<file path="config.mk">
export PLATFORM = sky130hd
export DESIGN_NAME = mw8080_input_ctrl_flat
export DESIGN_NICKNAME = d
export VERILOG_FILES = /design/src/rtl/mw8080_input_pkg.sv /design/src/rtl/mw8080_input_ctrl_if.sv /design/src/rtl/mw8080_coin_pulse.sv /design/src/rtl/mw8080_input_ctrl.sv /design/src/flat_wrapper.sv
export SDC_FILE = /design/constraint.sdc
export NUM_CORES = 1
export LEC_CHECK = 0
export CAP_MARGIN = 20
export CORE_AREA = 2 2 72 125
export DETAILED_ROUTE_END_ITERATION = 8
export DIE_AREA = 0 0 74 127
export PLACE_DENSITY = 0.71
export SLEW_MARGIN = 40
export SYNTH_ARGS = -nofsm -noshare
export SYNTH_HDL_FRONTEND = slang
export SYNTH_HIERARCHICAL = 1
export SYNTH_SLANG_ARGS = --single-unit
</file>
<file path="constraint.sdc">
create_clock -name Clk -period 3.2 [get_ports Clk]
set_clock_uncertainty 0.1 [all_clocks]
set_input_delay 0.96 -clock Clk [delete_from_list [all_inputs] [get_ports Clk]]
set_output_delay 0.96 -clock Clk [all_outputs]
set_load 0.02 [all_outputs]
</file>
<file path="src/rtl/mw8080_input_pkg.sv">
// rtl/mw8080_input_pkg.sv - scancodes, joystick bit layout and coin FSM states
package mw8080_input_pkg;

    localparam logic [7:0] KC_COIN = 8'h2E;
    localparam logic [7:0] KC_TILT = 8'h2C;

    // Element i of each table is start/direction/fire bit i.
    localparam logic [3:0][7:0] KC_START   = {8'h25, 8'h26, 8'h1E, 8'h16};
    localparam logic [3:0][7:0] KC_P0_DIR  = {8'h75, 8'h72, 8'h6B, 8'h74};
    localparam logic [3:0][7:0] KC_P0_FIRE = {8'h12, 8'h29, 8'h11, 8'h14};
    localparam logic [3:0][7:0] KC_P1_DIR  = {8'h1D, 8'h1B, 8'h1C, 8'h23};
    localparam logic [3:0][7:0] KC_P1_FIRE = {8'h42, 8'h3B, 8'h33, 8'h34};

    localparam int JOY_R    = 0;
    localparam int JOY_L    = 1;
    localparam int JOY_D    = 2;
    localparam int JOY_U    = 3;
    localparam int JOY_FIRE = 4;

    typedef enum logic [1:0] {
        IDLE,
        PULSE,
        HOLD
    } coin_st_t;

endpackage

</file>
<file path="src/rtl/mw8080_input_ctrl_if.sv">
// rtl/mw8080_input_ctrl_if.sv - keyboard event bus from user_io
interface mw8080_input_ctrl_if;
    logic       key_strobe;
    logic       key_pressed;
    logic [7:0] key_code;

    modport master (output key_strobe, key_pressed, key_code);
    modport slave  (input  key_strobe, key_pressed, key_code);
endinterface

</file>
<file path="src/rtl/mw8080_coin_pulse.sv">
// rtl/mw8080_coin_pulse.sv - fixed-length coin pulse with re-arm holdoff
module mw8080_coin_pulse
    import mw8080_input_pkg::*;
#(
    parameter logic [15:0] COIN_CYCLES    = 16'd50000,
    parameter logic [15:0] HOLDOFF_CYCLES = 16'd50000
) (
    input  logic clk,
    input  logic rst_n,
    input  logic src,
    output logic coin_n
);

    coin_st_t    state;
    coin_st_t    state_d;
    logic [15:0] cnt;
    logic [15:0] cnt_d;
    logic        src_q;

    always_ff @(posedge clk or negedge rst_n) begin
        if (!rst_n) begin
            state  <= IDLE;
            cnt    <= '0;
            src_q  <= 1'b0;
            coin_n <= 1'b1;
        end else begin
            state  <= state_d;
            cnt    <= cnt_d;
            src_q  <= src;
            coin_n <= (state_d != PULSE);
        end
    end

    always_comb begin
        state_d = state;
        cnt_d   = cnt;
        unique case (state)
            IDLE: begin
                if (src && !src_q) begin
                    cnt_d   = COIN_CYCLES - 16'd1;
                    state_d = PULSE;
                end
            end
            PULSE: begin
                if (cnt == 16'd0) begin
                    cnt_d   = HOLDOFF_CYCLES - 16'd1;
                    state_d = HOLD;
                end else begin
                    cnt_d = cnt - 16'd1;
                end
            end
            HOLD: begin
                // Any active source cycle restarts the inactive-gap measurement.
                if (src) begin
                    cnt_d = HOLDOFF_CYCLES - 16'd1;
                end else if (cnt == 16'd0) begin
                    state_d = IDLE;
                end else begin
                    cnt_d = cnt - 16'd1;
                end
            end
            default: begin
                state_d = IDLE;
                cnt_d   = '0;
            end
        endcase
    end

endmodule

</file>
<file path="src/rtl/mw8080_input_ctrl.sv">
// rtl/mw8080_input_ctrl.sv - keyboard/joystick merge, rotation and registered active-low controls
module mw8080_input_ctrl
    import mw8080_input_pkg::*;
#(
    parameter int          PLAYERS        = 2,
    parameter int          BUTTONS        = 4,
    parameter logic [15:0] COIN_CYCLES    = 16'd50000,
    parameter logic [15:0] HOLDOFF_CYCLES = 16'd50000
) (
    input  logic                       Clk,
    input  logic                       Rst_n,
    mw8080_input_ctrl_if.slave         key,
    input  logic [8*PLAYERS-1:0]       joystick,
    input  logic                       rotate,
    input  logic                       joyswap,
    output logic                       Coin_n,
    output logic [PLAYERS-1:0]         Start_n,
    output logic [4*PLAYERS-1:0]       Dir_n,
    output logic [BUTTONS*PLAYERS-1:0] Fire_n,
    output logic                       Tilt_n
);

    logic                  armed;
    logic                  coin_q, coin_d;
    logic                  tilt_q, tilt_d;
    logic [3:0]            start_q, start_d;
    logic [1:0][3:0]       kdir_q, kdir_d;
    logic [1:0][3:0]       kfire_q, kfire_d;
    logic [8*PLAYERS-1:0]  joy_w;
    logic [4*PLAYERS-1:0]  dir_n_d;
    logic [BUTTONS*PLAYERS-1:0] fire_n_d;
    logic                  unused_joy;

    // armed blocks the strobe sampled on the edge where reset is released.
    always_comb begin
        coin_d  = coin_q;
        tilt_d  = tilt_q;
        start_d = start_q;
        kdir_d  = kdir_q;
        kfire_d = kfire_q;
        if (armed && key.key_strobe) begin
            if (key.key_code == KC_COIN) coin_d = key.key_pressed;
            if (key.key_code == KC_TILT) tilt_d = key.key_pressed;
            for (int i = 0; i < 4; i++) begin
                if (key.key_code == KC_START[i])   start_d[i]    = key.key_pressed;
                if (key.key_code == KC_P0_DIR[i])  kdir_d[0][i]  = key.key_pressed;
                if (key.key_code == KC_P0_FIRE[i]) kfire_d[0][i] = key.key_pressed;
                if (key.key_code == KC_P1_DIR[i])  kdir_d[1][i]  = key.key_pressed;
                if (key.key_code == KC_P1_FIRE[i]) kfire_d[1][i] = key.key_pressed;
            end
        end
    end

    if (PLAYERS > 1) begin : g_swap
        always_comb begin
            joy_w = joystick;
            if (joyswap) begin
                joy_w[7:0]  = joystick[15:8];
                joy_w[15:8] = joystick[7:0];
            end
        end
    end else begin : g_noswap
        logic unused_swap;
        assign joy_w       = joystick;
        assign unused_swap = joyswap;
    end

    assign unused_joy = ^joy_w;

    always_comb begin
        logic [3:0]         kb_dir;
        logic [3:0]         kb_fire;
        logic [3:0]         raw_dir;
        logic [3:0]         rot_dir;
        logic [BUTTONS-1:0] raw_fire;
        dir_n_d  = '1;
        fire_n_d = '1;
        kb_dir   = '0;
        kb_fire  = '0;
        raw_dir  = '0;
        rot_dir  = '0;
        raw_fire = '0;
        for (int p = 0; p < PLAYERS; p++) begin
            kb_dir   = (p == 0) ? kdir_d[0]  : ((p == 1) ? kdir_d[1]  : 4'b0000);
            kb_fire  = (p == 0) ? kfire_d[0] : ((p == 1) ? kfire_d[1] : 4'b0000);
            raw_dir  = joy_w[8*p +: 4] | kb_dir;
            raw_fire = joy_w[8*p+JOY_FIRE +: BUTTONS] | kb_fire[BUTTONS-1:0];
            rot_dir  = raw_dir;
            if (rotate) begin
                rot_dir[JOY_U] = raw_dir[JOY_L];
                rot_dir[JOY_R] = raw_dir[JOY_U];
                rot_dir[JOY_D] = raw_dir[JOY_R];
                rot_dir[JOY_L] = raw_dir[JOY_D];
            end
            if (rot_dir[JOY_U] && rot_dir[JOY_D]) begin
                rot_dir[JOY_U] = 1'b0;
                rot_dir[JOY_D] = 1'b0;
            end
            if (rot_dir[JOY_L] && rot_dir[JOY_R]) begin
                rot_dir[JOY_L] = 1'b0;
                rot_dir[JOY_R] = 1'b0;
            end
            dir_n_d[4*p +: 4]              = ~rot_dir;
            fire_n_d[BUTTONS*p +: BUTTONS] = ~raw_fire;
        end
    end

    always_ff @(posedge Clk or negedge Rst_n) begin
        if (!Rst_n) begin
            armed   <= 1'b0;
            coin_q  <= 1'b0;
            tilt_q  <= 1'b0;
            start_q <= '0;
            kdir_q  <= '0;
            kfire_q <= '0;
            Start_n <= '1;
            Dir_n   <= '1;
            Fire_n  <= '1;
            Tilt_n  <= 1'b1;
        end else begin
            armed   <= 1'b1;
            coin_q  <= coin_d;
            tilt_q  <= tilt_d;
            start_q <= start_d;
            kdir_q  <= kdir_d;
            kfire_q <= kfire_d;
            Start_n <= ~start_d[PLAYERS-1:0];
            Dir_n   <= dir_n_d;
            Fire_n  <= fire_n_d;
            Tilt_n  <= ~tilt_d;
        end
    end

    mw8080_coin_pulse #(
        .COIN_CYCLES    (COIN_CYCLES),
        .HOLDOFF_CYCLES (HOLDOFF_CYCLES)
    ) u_coin (
        .clk    (Clk),
        .rst_n  (Rst_n),
        .src    (coin_d),
        .coin_n (Coin_n)
    );

endmodule

</file>
<file path="src/flat_wrapper.sv">
// flat-port wrapper written by rule: the top's interface ports become plain ports
module mw8080_input_ctrl_flat import mw8080_input_pkg::*;
#(
    parameter int          PLAYERS        = 2,
    parameter int          BUTTONS        = 4,
    parameter logic [15:0] COIN_CYCLES    = 16'd50000,
    parameter logic [15:0] HOLDOFF_CYCLES = 16'd50000
)
  (Clk, Rst_n, joystick, rotate, joyswap, Coin_n, Start_n, Dir_n, Fire_n, Tilt_n, key_key_strobe, key_key_pressed, key_key_code);
  mw8080_input_ctrl_if key_i ();
  input  logic Clk;
  input  logic Rst_n;
  input  logic [8*PLAYERS-1:0] joystick;
  input  logic rotate;
  input  logic joyswap;
  output logic Coin_n;
  output logic [PLAYERS-1:0] Start_n;
  output logic [4*PLAYERS-1:0] Dir_n;
  output logic [BUTTONS*PLAYERS-1:0] Fire_n;
  output logic Tilt_n;
  input wire logic [$bits(key_i.key_strobe)-1:0] key_key_strobe;
  input wire logic [$bits(key_i.key_pressed)-1:0] key_key_pressed;
  input wire logic [$bits(key_i.key_code)-1:0] key_key_code;
  assign key_i.key_strobe = key_key_strobe;
  assign key_i.key_pressed = key_key_pressed;
  assign key_i.key_code = key_key_code;
  mw8080_input_ctrl #(.PLAYERS(PLAYERS), .BUTTONS(BUTTONS), .COIN_CYCLES(COIN_CYCLES), .HOLDOFF_CYCLES(HOLDOFF_CYCLES)) u_core (.Clk(Clk), .Rst_n(Rst_n), .key(key_i), .joystick(joystick), .rotate(rotate), .joyswap(joyswap), .Coin_n(Coin_n), .Start_n(Start_n), .Dir_n(Dir_n), .Fire_n(Fire_n), .Tilt_n(Tilt_n));
endmodule
</file>
==> results.yml, run 1 <==
setup_path:
  crit_type: "in2reg"
  cp_max_fo: 3
  worst_r2r_path_depth: 7
  crit_path_cell_trace: "clkdlybuf4s50_1 -> nand4bb_1 -> nor2_2 -> nand4_1 -> o21ai_2 -> a21o_1 -> a21oi_2 -> or4b_2 -> a21oi_1"
  worstPathArrival_ns: 3.19
  cp-end-kind: "flip-flop"
  worst_path_max_delay_cell: "or4b_2"
  slowest_delay_ns: 0.62
  regToRegSetupSlack_ns: 0.48
  crit-reg2reg-launch: "u_core/u_coin/cnt[0]"
  timing.rr.end: "u_core/u_coin/cnt[7]"
  crit_start: "key_key_code[6]"
  crit_required_ns: 3.35
  start_kind: "input pin"
timing:
  drv_slew: 0
  setup_viol_count_final: 0
  setup_tns_ns: 0
  relSlewSlack_pct: 54.44
  grt_setup_unrepaired: "no"
  fin_crit_sh_pct: 95.05
  fmax_ghz: 0.3288
  tightest_slew_ns: 0.6778
  hold_viol: 0
  final.min_clock_period_ns: 3.042
  layout_setup_ws_ns: 0.1585
finish:
  area_growth_pct: 33.35
  layout.nets: 438
  nFillCells: 754
  multi_input_area_mm2: 0.001659
  layout-drive-gt1-share_pct: 22.82
  num_antenna_cells: 0
  regArea_mm2: 0.001526
run:
  drv_cap: 0
synth:
  yosysMostFrequentCell: "dfrtp_1"
  synth_common_cells: "40 x dfrtp_1, 31 x nor2_1, 21 x a21oi_1"
  synth_top_cell_by_area: "dfrtp_1"
  synth_cell_types: 69
  synthCells: 329
  syn-cell-area_mm2: 0.003272
  netlist_top_cells_area: "dfrtp_1 31%, dfstp_2 16%, nor2_1 3.6%, a21oi_1 3.2%, mux2_2 3.1%"
  ys_seq_area_share_pct: 46.65
  ys.flop_type: "dfrtp_1"
  synth_top_area_share_pct: 30.59
  syn-num-nets: 360
  ys_async_sr_fraction_pct: 100.0
  synth_edf_count: 0
  yosys_register_bits: 60
  synth_warnings: 6
  syn_avg_cell_area_um2: 9.945
floorplan:
  io_pins: 50
  dieHeight_um: 127
  rows: 44
  die_area_mm2: 0.009398
  initial_core_util_pct: 39.36
  core-area_mm2: 0.008313
  die_w_um: 74
worst_hold_path:
  hold_end: "u_core/Start_n[0]"
  hold_depth: 1
  hp-start: "u_core/start_q[0]"
  holdCritPathClass: "reg2reg"
clock_tree:
  cts_tree: "built"
  clkLatencyLatePin_ns: 0.33
  cts_hold_buf: 0
  path_clk_slew_ns: 0.05
  cts_buffer_depth: 2
  ctsHtreeMaxLevel: 3
  cts-root-buf: "clkbuf_16"
  clock-sinks: 60
  cts_made_buffers: 9
routing:
  vias: 2923
  vias_per_cell: 5.546
  routedWlPerCell_um: 16.26
  route.detailed.drc: 0
  ant_nets: 0
  wl_um: 8570
  detailedRoute.firstIterationViolations: 294
  first_pass_iters: 4
grt:
  grt_pass1_wl_um: 14010
  grt_use_total_pct: 19.84
  grt_overflow_total: 0
  antenna_found_initial: 0
  grt_pass1_vias: 2913
  grt_start_max_net_pins: 24
place:
  hpwl_um: 6605
  gp_congestion: 0.8958
  preCtsSetupSlack_ns: -0.1680
  io_buffers: 49
pwr:
  p_leak_nw: 1.841
  p_per_area_mw_per_mm2: 532.2
  ir_drop_mv: 0.3316
status:
  status: "complete, no violations"
-- registers in the layout (all words and copies together), names as in the netlist --
signal,count
u_core/armed,1
u_core/Fire_n,8
u_core/coin_q,1
u_core/u_coin/cnt,16
u_core/Start_n,2
u_core/u_coin/coin_n,1
u_core/kdir_q,8
u_core/Dir_n,8
u_core/kfire_q,8
u_core/tilt_q,1
u_core/Tilt_n,1
u_core/start_q,2
u_core/u_coin/src_q,1
u_core/u_coin/state,2
-- how the worst max path moves through the flow --
stage / slack, ns / to / cells past startpoint
floorplan: 0.10 / u_core/u_coin/cnt[13] / 9
global placement: -0.13 / u_core/u_coin/cnt[13] / 9
detailed placement: -0.17 / u_core/u_coin/cnt[13] / 9
CTS: 0.16 / u_core/u_coin/cnt[13] / 9
global route: 0.03 / u_core/u_coin/cnt[13] / 9
finish: 0.16 / u_core/u_coin/cnt[13] / 9
-- layout make-up --
| class | count | share of cell area, % |
|---|---|---|
| Multi-Input combinational cell | 246 | 38.03 |
| Sequential cell | 60 | 34.99 |
| Timing Repair Buffer | 81 | 16.63 |
| Clock buffer | 14 | 6.051 |
| Tap cell | 115 | 3.298 |
| Inverter | 9 | 0.7743 |
| Clock inverter | 2 | 0.2294 |
-- what timing repair did --
action	CTS	global route
gates resized for setup	0	3
endpoints found under the setup margin	0	3
setup buffers	0	0
-- routing by layer --
metal	wire length, µm	part of all wire (%)	track usage [%]
met1	3055	36	20.48
met2	4686	55	34.87
met3	342	4.0	3.785
met4	485	5.7	13.26
met5	0	0	0
-- layout by cell type (no fill, tap or decap), drive strengths merged, types with 5 or more instances in the layout --
cell	instances
mux2i	7
dfrtp	40
a21oi	23
buf	33
inv	9
clkdlybuf4s50	48
nor2	31
mux2	11
clkbuf	14
nand2b	5
o31ai	8
dfstp	20
nand4b	6
nor2b	14
or4	5
a211oi	12
a21o	5
o21ai	16
nor3	9
nor4	5
nand2	19
nand3	7
-- per-stage QoR --
stage               util [%]  hold WS [ns]  instance area, µm²  cells  total power [mW]
global route           52.48        0.3497                4363    527             2.430
finish                 52.48        0.3274                4363    527             2.322
floorplan                  -        0.2860                3276    329             1.252
CTS                    52.39        0.3318                4355    527             2.342
global placement       49.10        0.3163                4081    511             1.435
detailed placement     49.10        0.3249                4081    511             1.444
-- logic make-up after synthesis --
logic type	share of synthesized area, %
multiplexers	5.927
other	0.1146
AO/OA/AOI/OAI	20.15
adder cells (fa/ha/maj)	0.3823
XOR/XNOR	0.8032
flip-flops	46.65
AND/OR/NAND/NOR	22.98
buffers and inverters	2.983
-- critical path: cells and delay by family --
kind,cells,cell delay [ns]
buffers and inverters,1,0.42
AO/OA/AOI/OAI,4,0.57
AND/OR/NAND/NOR,4,1.24
-- power by group --
part / internal (mW) / switching (mW) / leakage [nW] / total [mW]
logic: 0.219 / 0.216 / 0.978 / 0.435
clock network: 0.563 / 0.325 / 0.137 / 0.888
registers: 0.874 / 0.125 / 0.726 / 0.999
(Power assumes the default switching activity.)
==> inputs of run 2 (changes only) <==
--- a/config.mk
+++ b/config.mk
@@ -7,6 +7,7 @@
 export LEC_CHECK = 0
 export CAP_MARGIN = 20
 export CORE_AREA = 2 2 72 125
+export CTS_BUF_LIST = sky130_fd_sc_hd__clkbuf_2 sky130_fd_sc_hd__clkbuf_4 sky130_fd_sc_hd__clkbuf_8
 export DETAILED_ROUTE_END_ITERATION = 8
 export DIE_AREA = 0 0 74 127
 export PLACE_DENSITY = 0.71
==> results.yml, run 2 (synthesis results as in run 1) <==
setup_path:
  crit_path_cell_trace: "clkdlybuf4s50_1 -> nand4bb_1 -> nor2_1 -> nand4_1 -> o21ai_2 -> a21o_1 -> a21oi_2 -> or4b_2 -> a21oi_1"
  worst_path_max_delay_cell: "or4b_2"
  cp-end-kind: "flip-flop"
  worstPathArrival_ns: 3.21
  start_kind: "input pin"
  path_buf_inv: 1
  cp_max_fo: 3
  regToRegSetupSlack_ns: 0.47
  cp_top_family: "simple AND/OR/NAND/NOR gates"
  crit_type: "in2reg"
  crit_required_ns: 3.37
  slowest_delay_ns: 0.62
floorplan:
  die_w_um: 74
  core-area_mm2: 0.008313
  die_area_mm2: 0.009398
  rows: 44
  initial_core_util_pct: 39.36
  io_pins: 50
  dieHeight_um: 127
finish:
  layout.nets: 438
  layout_commonest_cell: "clkdlybuf4s50_1"
  final_util_pct: 51.34
  nFillCells: 764
  layout-drive-gt1-share_pct: 23.06
  mostFrequentLayoutCells: "48 x clkdlybuf4s50_1, 40 x dfrtp_1, 32 x buf_4"
  stdcell_area_mm2: 0.004268
  largest_reg_flops: 16
  num_antenna_cells: 0
  area_growth_pct: 30.44
  regMostFlops: "u_core/u_coin/cnt"
pwr:
  ir_drop_mv: 0.2622
  p_per_area_mw_per_mm2: 484.6
  p_leak_nw: 1.803
routing:
  detailedRoute.firstIterationViolations: 270
  ant_nets: 0
  routedWlPerCell_um: 16.17
  vias: 2869
  vias_per_cell: 5.444
  wl_um: 8521
  first_pass_iters: 4
  route.detailed.drc: 0
timing:
  grt_setup_unrepaired: "no"
  hold_viol: 0
  final.min_clock_period_ns: 3.040
  setup_viol_count_final: 0
  drv_slew: 0
  fmax_ghz: 0.3289
  relSlewSlack_pct: 54.64
  setup_tns_ns: 0
  fin_crit_sh_pct: 95.01
  tightest_slew_ns: 0.6748
clock_tree:
  cts_setup_buffers: 0
  cts-root-buf: "clkbuf_8"
  path_clk_slew_ns: 0.06
  cts_made_buffers: 9
  cts_tree: "built"
  cts_hold_buf: 0
  ctsHtreeMaxLevel: 3
  clkLatencyLatePin_ns: 0.35
  cts_buffer_depth: 2
  clock-sinks: 60
grt:
  antenna_found_initial: 0
  grt_pass1_vias: 2896
  grt_start_max_net_pins: 24
  grt_overflow_total: 0
  grt_use_total_pct: 19.99
  grt_pass1_wl_um: 14030
run:
  drv_cap: 0
place:
  gp_congestion: 0.8958
  io_buffers: 49
  hpwl_um: 6605
  place_area_mm2: 0.004081
worst_hold_path:
  holdCritPathClass: "reg2reg"
status:
  status: "complete, no violations"
==> run 2: changes by cell type in the layout (fill, tap and decap cells not counted) <==
cell / previous run / this run
clkbuf_16: 9 / 0
clkbuf_8: 2 / 11
clkbuf_1: 3 / 0
clkbuf_4: 0 / 3
nor2_1: 29 / 30
nor2_2: 2 / 1
nor2b_1: 13 / 14
nor2b_2: 1 / 0
==> run 2: power breakdown <==
part | internal (mW) | total, mW | switching [mW]
sequential | 0.873 | 0.998 | 0.125
combinational | 0.219 | 0.435 | 0.216
clock | 0.347 | 0.635 | 0.288
==> run 2: layout make-up <==
class,instances,area (µm²),share of cell area [%]
Clock buffer,14,173.9,4.075
Clock inverter,2,10.01,0.2345
Inverter,9,33.78,0.7916
Multi-Input combinational cell,246,1654,38.76
Sequential cell,60,1526,35.77
Tap cell,115,143.9,3.371
Timing Repair Buffer,81,725.7,17.00
==> run 2: metrics by stage <==
stage,worst slack [ns],power (mW),hold WS (ns),cells
5_1_grt,0.01306,2.187,0.3523,527
6_report,0.1596,2.068,0.3286,527
2_1_floorplan,0.1028,1.252,0.2860,329
3_5_place_dp,-0.1680,1.444,0.3249,511
4_1_cts,0.1996,2.098,0.3339,527
3_3_place_gp,-0.1279,1.435,0.3163,511
==> run 2: what timing repair did <==
| action | in CTS | in global routing |
|---|---|---|
| setup endpoints to repair | 0 | 1 |
| gates resized for setup | 0 | 1 |
| hold endpoints to repair | 0 | 0 |
==> run 2: final timing paths <==
check,depth (start not counted),start,to
worst max-delay path,9,key_key_code[6],u_core/u_coin/cnt[13]
worst min-delay path,1,u_core/start_q[0],u_core/Start_n[0]
worst max register to register,7,u_core/u_coin/cnt[0],u_core/u_coin/cnt[7]
worst min register to register,1,u_core/start_q[0],u_core/Start_n[0]
max in group asynchronous,2,Rst_n,u_core/Start_n[0]
min in group asynchronous,1,Rst_n,u_core/kfire_q[4]
==> run 2: metal layers <==
layer  up-vias  routed length (µm)  track usage (%)  share of wire (%)
met3        20                 403            4.180                4.7
met1      1377                3022            20.68                 35
met4         0                 320            12.73                3.8
met2        89                4774            35.19                 56
met5         -                   0                0                  0
li1       1383                   -                -                  -
